File: src/rtl/hex_display_ctrl.sv
// Multi-digit 7-segment controller: captures a hex value on load, then rewrites one digit per cycle.
// Optional blink support is compiled in with `define HEX_DISPLAY_BLINK_EN.
module hex_display_ctrl #(
    parameter int DIGITS    = 6,
    parameter int BLINK_DIV = 25000000
) (
    input  logic                  clk,
    input  logic                  reset,
    input  logic                  load,
    input  logic [4*DIGITS-1:0]   value,
    input  logic                  blank_lz,
    input  logic [DIGITS-1:0]     blink_mask,
    output logic [7*DIGITS-1:0]   hex,
    output logic                  busy,
    output logic                  done
);

    localparam int         IDX_W = (DIGITS > 1) ? $clog2(DIGITS) : 1;
    localparam logic [6:0] BLANK = 7'h7F;

    // Handshake: load is a level request sampled every rising edge; it is taken
    // only while busy=0 (IDLE), and done pulses for the single cycle after the
    // last digit write, during which a new load is already accepted.
    typedef enum logic {
        IDLE,
        UPDATE
    } state_t;

    state_t               state;
    logic [4*DIGITS-1:0]  shadow;
    logic                 shadow_lz;
    logic [IDX_W-1:0]     index;
    logic [7*DIGITS-1:0]  disp;

    logic [3:0]           cur_nib;
    logic                 cur_blank;
    logic [6:0]           next_pat;
    logic                 last_digit;

    function automatic logic [6:0] seg_decode(input logic [3:0] nib);
        logic [6:0] seg;
        case (nib)
            4'h0: seg = 7'h40;
            4'h1: seg = 7'h79;
            4'h2: seg = 7'h24;
            4'h3: seg = 7'h30;
            4'h4: seg = 7'h19;
            4'h5: seg = 7'h12;
            4'h6: seg = 7'h02;
            4'h7: seg = 7'h78;
            4'h8: seg = 7'h00;
            4'h9: seg = 7'h10;
            4'hA: seg = 7'h08;
            4'hB: seg = 7'h03;
            4'hC: seg = 7'h46;
            4'hD: seg = 7'h21;
            4'hE: seg = 7'h06;
            default: seg = 7'h0E;
        endcase
        return seg;
    endfunction

    // A digit above 0 is a leading zero when it and every higher nibble are zero.
    always_comb begin
        cur_nib   = '0;
        cur_blank = 1'b0;
        for (int i = 0; i < DIGITS; i++) begin
            if (index == IDX_W'(i)) begin
                cur_nib = shadow[4*i +: 4];
                if (i > 0) begin
                    cur_blank = shadow_lz && ((shadow >> (4*i)) == '0);
                end
            end
        end
        next_pat   = cur_blank ? BLANK : seg_decode(cur_nib);
        last_digit = (index == IDX_W'(DIGITS-1));
    end

    always_ff @(posedge clk) begin
        if (reset) begin
            state     <= IDLE;
            shadow    <= '0;
            shadow_lz <= 1'b0;
            index     <= '0;
            disp      <= {DIGITS{BLANK}};
            busy      <= 1'b0;
            done      <= 1'b0;
        end else begin
            done <= 1'b0;
            case (state)
                IDLE: begin
                    if (load) begin
                        shadow    <= value;
                        shadow_lz <= blank_lz;
                        index     <= '0;
                        busy      <= 1'b1;
                        state     <= UPDATE;
                    end
                end
                UPDATE: begin
                    for (int i = 0; i < DIGITS; i++) begin
                        if (index == IDX_W'(i)) begin
                            disp[7*i +: 7] <= next_pat;
                        end
                    end
                    if (last_digit) begin
                        index <= '0;
                        busy  <= 1'b0;
                        done  <= 1'b1;
                        state <= IDLE;
                    end else begin
                        index <= index + 1'b1;
                    end
                end
                default: begin
                    state <= IDLE;
                    busy  <= 1'b0;
                end
            endcase
        end
    end

`ifdef HEX_DISPLAY_BLINK_EN
    localparam int CNT_W = (BLINK_DIV > 2) ? $clog2(BLINK_DIV) : 1;

    logic [CNT_W-1:0] blink_cnt;
    logic             blink_phase;

    // Phase flips once per BLINK_DIV cycles, giving a half-period of BLINK_DIV.
    always_ff @(posedge clk) begin
        if (reset) begin
            blink_cnt   <= '0;
            blink_phase <= 1'b0;
        end else if (blink_cnt == CNT_W'(BLINK_DIV-1)) begin
            blink_cnt   <= '0;
            blink_phase <= ~blink_phase;
        end else begin
            blink_cnt <= blink_cnt + 1'b1;
        end
    end

    always_comb begin
        hex = disp;
        for (int i = 0; i < DIGITS; i++) begin
            if (blink_phase && blink_mask[i]) begin
                hex[7*i +: 7] = BLANK;
            end
        end
    end
`else
    logic unused_blink;

    assign unused_blink = ^{blink_mask, BLINK_DIV[0]};
    assign hex          = disp;
`endif

endmodule

File: config.mk
export PLATFORM = sky130hd
export DESIGN_NAME = hex_display_ctrl
export DESIGN_NICKNAME = d
export VERILOG_FILES = /design/src/rtl/hex_display_ctrl.sv
export SDC_FILE = /design/constraint.sdc
export NUM_CORES = 1
export LEC_CHECK = 0
export BUFFER_PORTS_ARGS = -buffer_cell sky130_fd_sc_hd__buf_2
export CORE_MARGIN = 4
export CORE_UTILIZATION = 35
export CTS_CLUSTER_DIAMETER = 150
export DETAILED_ROUTE_END_ITERATION = 7
export GPL_ROUTABILITY_DRIVEN = 0
export PLACE_DENSITY = 0.55
export SLEW_MARGIN = 20
export SYNTH_ARGS = -nofsm -noshare
export SYNTH_HDL_FRONTEND = slang
export SYNTH_SLANG_ARGS = --single-unit
File: constraint.sdc
create_clock -name clk -period 3.4 [get_ports clk]
set_input_delay 0.34 -clock clk [delete_from_list [all_inputs] [get_ports clk]]
set_output_delay 0.34 -clock clk [all_outputs]
set_load 0.01 [all_outputs]
---- Word level (Yosys, flattened, before mapping) ----
Memories as Yosys holds them, arrays and structs flattened.
Index checks and enable logic that the tools add are counted.
operators by class
  add/subtract/negate cells ............... 1
  multiply operators ...................... 0
  div/mod/pow operators ................... 0
  order comparisons ....................... 0
  equal/unequal tests ..................... 7
  shift operators ......................... 0
  muxes and demuxes ....................... 22
  bitwise logic cells ..................... 1
  reductions and logical operators ........ 20
operator list
  cell                                                                   count
  24-bit logical NOT                                                     5
  4-bit 2-to-1 mux                                                       6
  2-bit AND reduction                                                    8
  1-bit 2-to-1 mux                                                       10
  7-bit 2-to-1 mux                                                       1
  3-bit by 2-bit equality test with 1-bit output, second input constant  2
  3-bit equality test, second input constant                             2
  3-bit 2-to-1 mux                                                       2
  3-bit case mux with 2 select lines                                     1
  1-bit logical AND                                                      5
  1-bit case mux with 2 select lines                                     2
  3-bit by 1-bit adder with 3-bit output, second input constant          1
  3-bit by 1-bit equality test with 1-bit output, second input constant  1
  3-bit logical NOT                                                      1
  2-bit by 1-bit != test with 1-bit output, second input constant        1
  2-bit != test, second input constant                                   1
  2-bit OR reduction                                                     1
  1-bit inverter                                                         1
storage, ports and cells
  register bits after elaboration ......... 73
  bits in latches ......................... 0
  bits in writable memories ............... 0
  memory bits (read-only) ................. 112
  bits of input ports ..................... 34
  memories kept ........................... 1
memory list
  memory            words  width  read ports  clocked after Yosys merged registers in  wr ports  line  RTL
  (name not given)  16     7      1           0                                        0         42    case (nib)

---- Depth between registers and ports, before layout ----
An unclocked memory read counts as a cell.
  depth after elaboration ................. 9
  depth in mapped cells ................... 15
  mapped depth without buffers ............ 13

---- Worst setup path before layout ----
OpenSTA, ideal clock, no wires.
  kind .................................... register to register
  from .................................... register index[0]
  to ...................................... register disp[10], in the netlist hex[10]
  setup time .............................. 0.070 ns
  arrival ................................. 3.132 ns
  data required time ...................... 3.330 ns
  slack ................................... 0.198 ns
  stages on the path, launching flop included .. 16
  path buffers ............................ 3
  clock period less this slack ............ 3.202 ns
  cells stage by stage .................... dfxtp_1 -> buf_4 -> buf_2 -> and2_1 -> ha_1 -> clkbuf_1 -> a221oi_1 -> o31a_2 -> inv_1 -> ha_1 -> inv_1 -> a2111o_1 -> a2bb2oi_1 -> a211oi_1 -> nor4_4 -> a21oi_1
on the way
  word-level cells in the longest chain between the ends .. 9
  elaborated cells on any way between the ends .. 20
  classes of those cells .................. 5 x eq/ne; 12 x mux; 2 x reduce/logical; 1 x memory
ends and longest elaborated chain
  item                             line  RTL
  from (decl)                      32    logic [IDX_W-1:0] index;
  from (signal assigned)           112   index <= index + 1'b1;
  3-bit logical NOT                68    if (index == IDX_W'(i)) begin
  4-bit 2-to-1 mux (6 in series)   68
  memory read 16 x 7 bit           -
  7-bit 2-to-1 mux                 75    next_pat = cur_blank ? BLANK : seg_decode(cur_nib);
  to (signal assigned)             85    disp <= {DIGITS{BLANK}};
  to (signal, indexed assignment)  103   disp[7*i +: 7] <= next_pat;
  to (decl)                        33    logic [7*DIGITS-1:0] disp;
Parallel ways exist; a longest one is shown, timed or not.
A chain may end at the register's enable or synchronous reset.

---- Worst setup path after layout ----
  from .................................... register index[0]
  to ...................................... register disp[38], in the netlist hex[38]
The elaborated chain is that of the path after synthesis.

==> summary.md <==
| Metric | Value |
|---|---|
| Leading cell type in the layout, fill and taps excluded | dfxtp_1 |
| Top_reg_cell synth | dfxtp_1 |
| Post-Route WL | approximately 9.1 mm |
| Cells after Synth | about 400 |
| Ant diodes | 0 |
| Register area | ~0.0015 sq mm |
| Ports | 78 |
| Synthesized area per cell | 8.648 sq um |
| Max_cap viols | 0 |
| Peak Freq | between 0.3 and 0.4 GHz |
| Max Buffers Root-to-Sink | 2 |
| Main combinational cell family by area after synthesis | compound AO/OA/AOI/OAI gates |
| Vias per cell | between 5 and 6 |
| Largest net degree at the start of global routing | between 40 and 50 |
| Unrepaired setup endpoints after global routing | false |
| Die width | 106.9 um |
| Mapped Nets | between 400 and 500 |
| Setup slack after layout | about 0.49 ns |
| Minimum clock period | ~2.9 ns |
| Outcome | finished, final reports clean |
| Post-Synth Simple-Gate Area | about 21% |
| Pins Over Slew Limit | 0 |
| Commonest non-fill, non-tap cells in the layout | dfxtp_1 (73), buf_2 (71), a21oi_1 (64), nand2_1 (62), nor3_1 (38) |
| Total Routing Usage GR | around 16% |
| Starting DRT DRC Count | 126 |
| Tightest Pin Transition | 0.9797 ns |
| CTS tree | built |
| Setup TNS | 0 ns |
| Number of buffers created by CTS | 9 |
| First-pass GRT wire length | roughly 15 mm |
| Synth warn | 0 |
| P per Cell Area | 475.1 mW/mm^2 |
| Distinct cell type count after synthesis | 60 |
| H-tree depth | 3 |
| Post-route cell area | 0.004134 sq mm |
| Die ar. | ~0.011 sq mm |
| Area of the multi-input gates | between 0.0015 and 0.002 sq mm |
| Final hold vios | 0 |
| Critical Path Sink Type | flop |
| Fraction of layout cells with a size suffix above 1 | between 20% and 30% |
| Core footprint | 0.009371 sq mm |
| Period utilisation layout | roughly 86% |
| Xor/xnor share of the synthesized area | 0% |
| HP Class | primary input to flop |
| Die Span Y | 106.9 um |
| Fillcell total | between 900 and 1000 |
| Antenna-violating nets left | 0 |
| Post-CTS sizing | 0 |
| Max Fanout on Critical Path | 19 |
| Post CTS Setup Buffer Count | 0 |
| Number of global-route vias before repair | roughly 2800 |
| Row cnt | 35 |
| Avg WL per Cell | approximately 15 um |
| VDD IR max | 0.2114 mV |
| # hold bufs at CTS | 0 |
| Mux share of post-synthesis cell area | around 3.1% |
| Clock slew at reported path FFs | 0.08 ns |
| Clk_skew | 0.01085 ns |
| P&R area growth vs syn | 20.72% |
| DP Area | between 0.003 and 0.004 sq mm |
| Relative slew slack | about a third |
| Residual DRC | 0 |
| Crit path kind | flop to flop |
| Total grt overflow | 0 |
| Final setup fails | 0 |
| Crit path launch type | flop |
| Drt pass-1 iters | 4 |
| Clk sinks | between 70 and 80 |
| Post-synth EDFFs | 0 |
| Vias | between 3000 and 4000 |
| DP Cell Count | roughly 580 |
| Pre-CTS setup slack | just under 0.5 ns |
| Fin cells | around 600 |
| Worst EP arrival | between 3 and 4 ns |
| Cell Area, Synth | approximately 0.0034 sq mm |
| Initial Util | roughly 37% |
| Clk root buf | clkbuf_8 |
| Synthesized-area fraction occupied by adder cells | about 2.6% |
| Initial antenna violation count | 0 |
| Clk_lat worst skew | ~0.34 ns |
| NumNets Final | approximately 500 |
| Hpwl dp | around 6.7 mm |
| Compound-Gate Fraction of Synth Area | between 20% and 30% |
| Sequential area share after synthesis | a little over two fifths |
| Req. time, crit path | 3.67 ns |
| Lkg Pwr | about 0.0016 uW |
| Buffers on Ports | slightly above 70 |
| FF+latch count, synth | 73 |
| Fraction of registers with async set/reset | 0% |
## area by class of cell
class	count	share of cell area, %
clock buffers	10	3.087
clock inverters	6	2.209
flip-flops and latches	73	35.35
inverters	7	0.6356
repair buffers	84	10.96
multi-input cells	288	43.86
well taps	129	3.904
## worst max-delay path: stages, from the launching register on
cell and delay, ns:
dfxtp_1 0.33, buf_4 0.26, and2b_1 0.26, a221oi_1 0.12, o31a_2 0.36, inv_1 0.08
ha_1 0.18, inv_1 0.06, a2111o_1 0.28, a2bb2oi_1 0.15, a211oi_1 0.37, nor4_4 0.08
buf_4 0.18, a21oi_1 0.14
## report_power, final
group	internal, uW	switching [uW]
clock network	417	333
logic	118	182
registers	888	25.9
total	1420	540
## cell usage after synthesis (all sizes together) (2+ instances only)
library cell / number / area (sq um)
inv: 7 / 26.28
nand2b: 3 / 33.79
buf: 10 / 58.80
and3: 6 / 37.54
o211ai: 2 / 20.02
o211a: 3 / 30.03
and2: 3 / 18.77
a21oi: 65 / 336.6
nor2b: 8 / 50.05
a21o: 2 / 15.01
a211oi: 3 / 40.04
a21boi: 2 / 15.02
a31oi: 12 / 75.07
mux2: 5 / 67.56
o31ai: 6 / 45.04
nor4: 6 / 52.55
nor3: 38 / 190.2
a221oi: 3 / 61.31
nand3: 4 / 20.02
clkbuf: 18 / 67.56
mux2i: 4 / 40.04
a2111oi: 2 / 55.05
ha: 7 / 87.58
nand2: 62 / 232.7
dfxtp: 73 / 1461
nor2: 20 / 85.08
o21ai: 7 / 50.05
## logic make-up after synthesis
group                    Yosys count
AND/OR/NAND/NOR                  152
flip-flops                        73
AO/OA/AOI/OAI                    120
buffers and inverters             35
multiplexers                       9
adder cells (fa/ha/maj)            7
## metal layers
metal / part of all wire (%) / wire length, um / up-vias / GRT usage [%]
met4: 1.5 / 138 / 0 / 4.658
li1: - / - / 1548 / -
met3: 5.7 / 524 / 12 / 4.395
met5: 0 / 0 / - / 0
met2: 44 / 4031 / 89 / 25.45
met1: 49 / 4430 / 1369 / 22.43
## final timing paths
path	slack, ns	cells after the start	end	startpoint
hold / removal	0.23	3	shadow[22]$_SDFFE_PP0P_	value[22]
setup reg to reg	0.49	13	hex[38]$_SDFFE_PP1P_	index[0]$_SDFFE_PP0P_
setup / recovery	0.49	13	hex[38]$_SDFFE_PP1P_	index[0]$_SDFFE_PP0P_
hold reg to reg	0.46	2	shadow[0]$_SDFFE_PP0P_	shadow[0]$_SDFFE_PP0P_
## registers in the layout, indices dropped and copies added, names as in the netlist
register   count
hex           42
shadow        24
index          3
busy           1
done           1
shadow_lz      1
state          1
## through the flow
step	total power [uW]	hold WS [ns]	util (%)
after detailed placement	1237	0.4482	41.78
after global routing	2067	0.2116	44.11
after floorplan	1139	0.4318	-
after global placement	1231	0.4484	41.78
final	1964	0.2278	44.11
after CTS	1992	0.2056	44.11
Power figures use the tool's default switching activity.
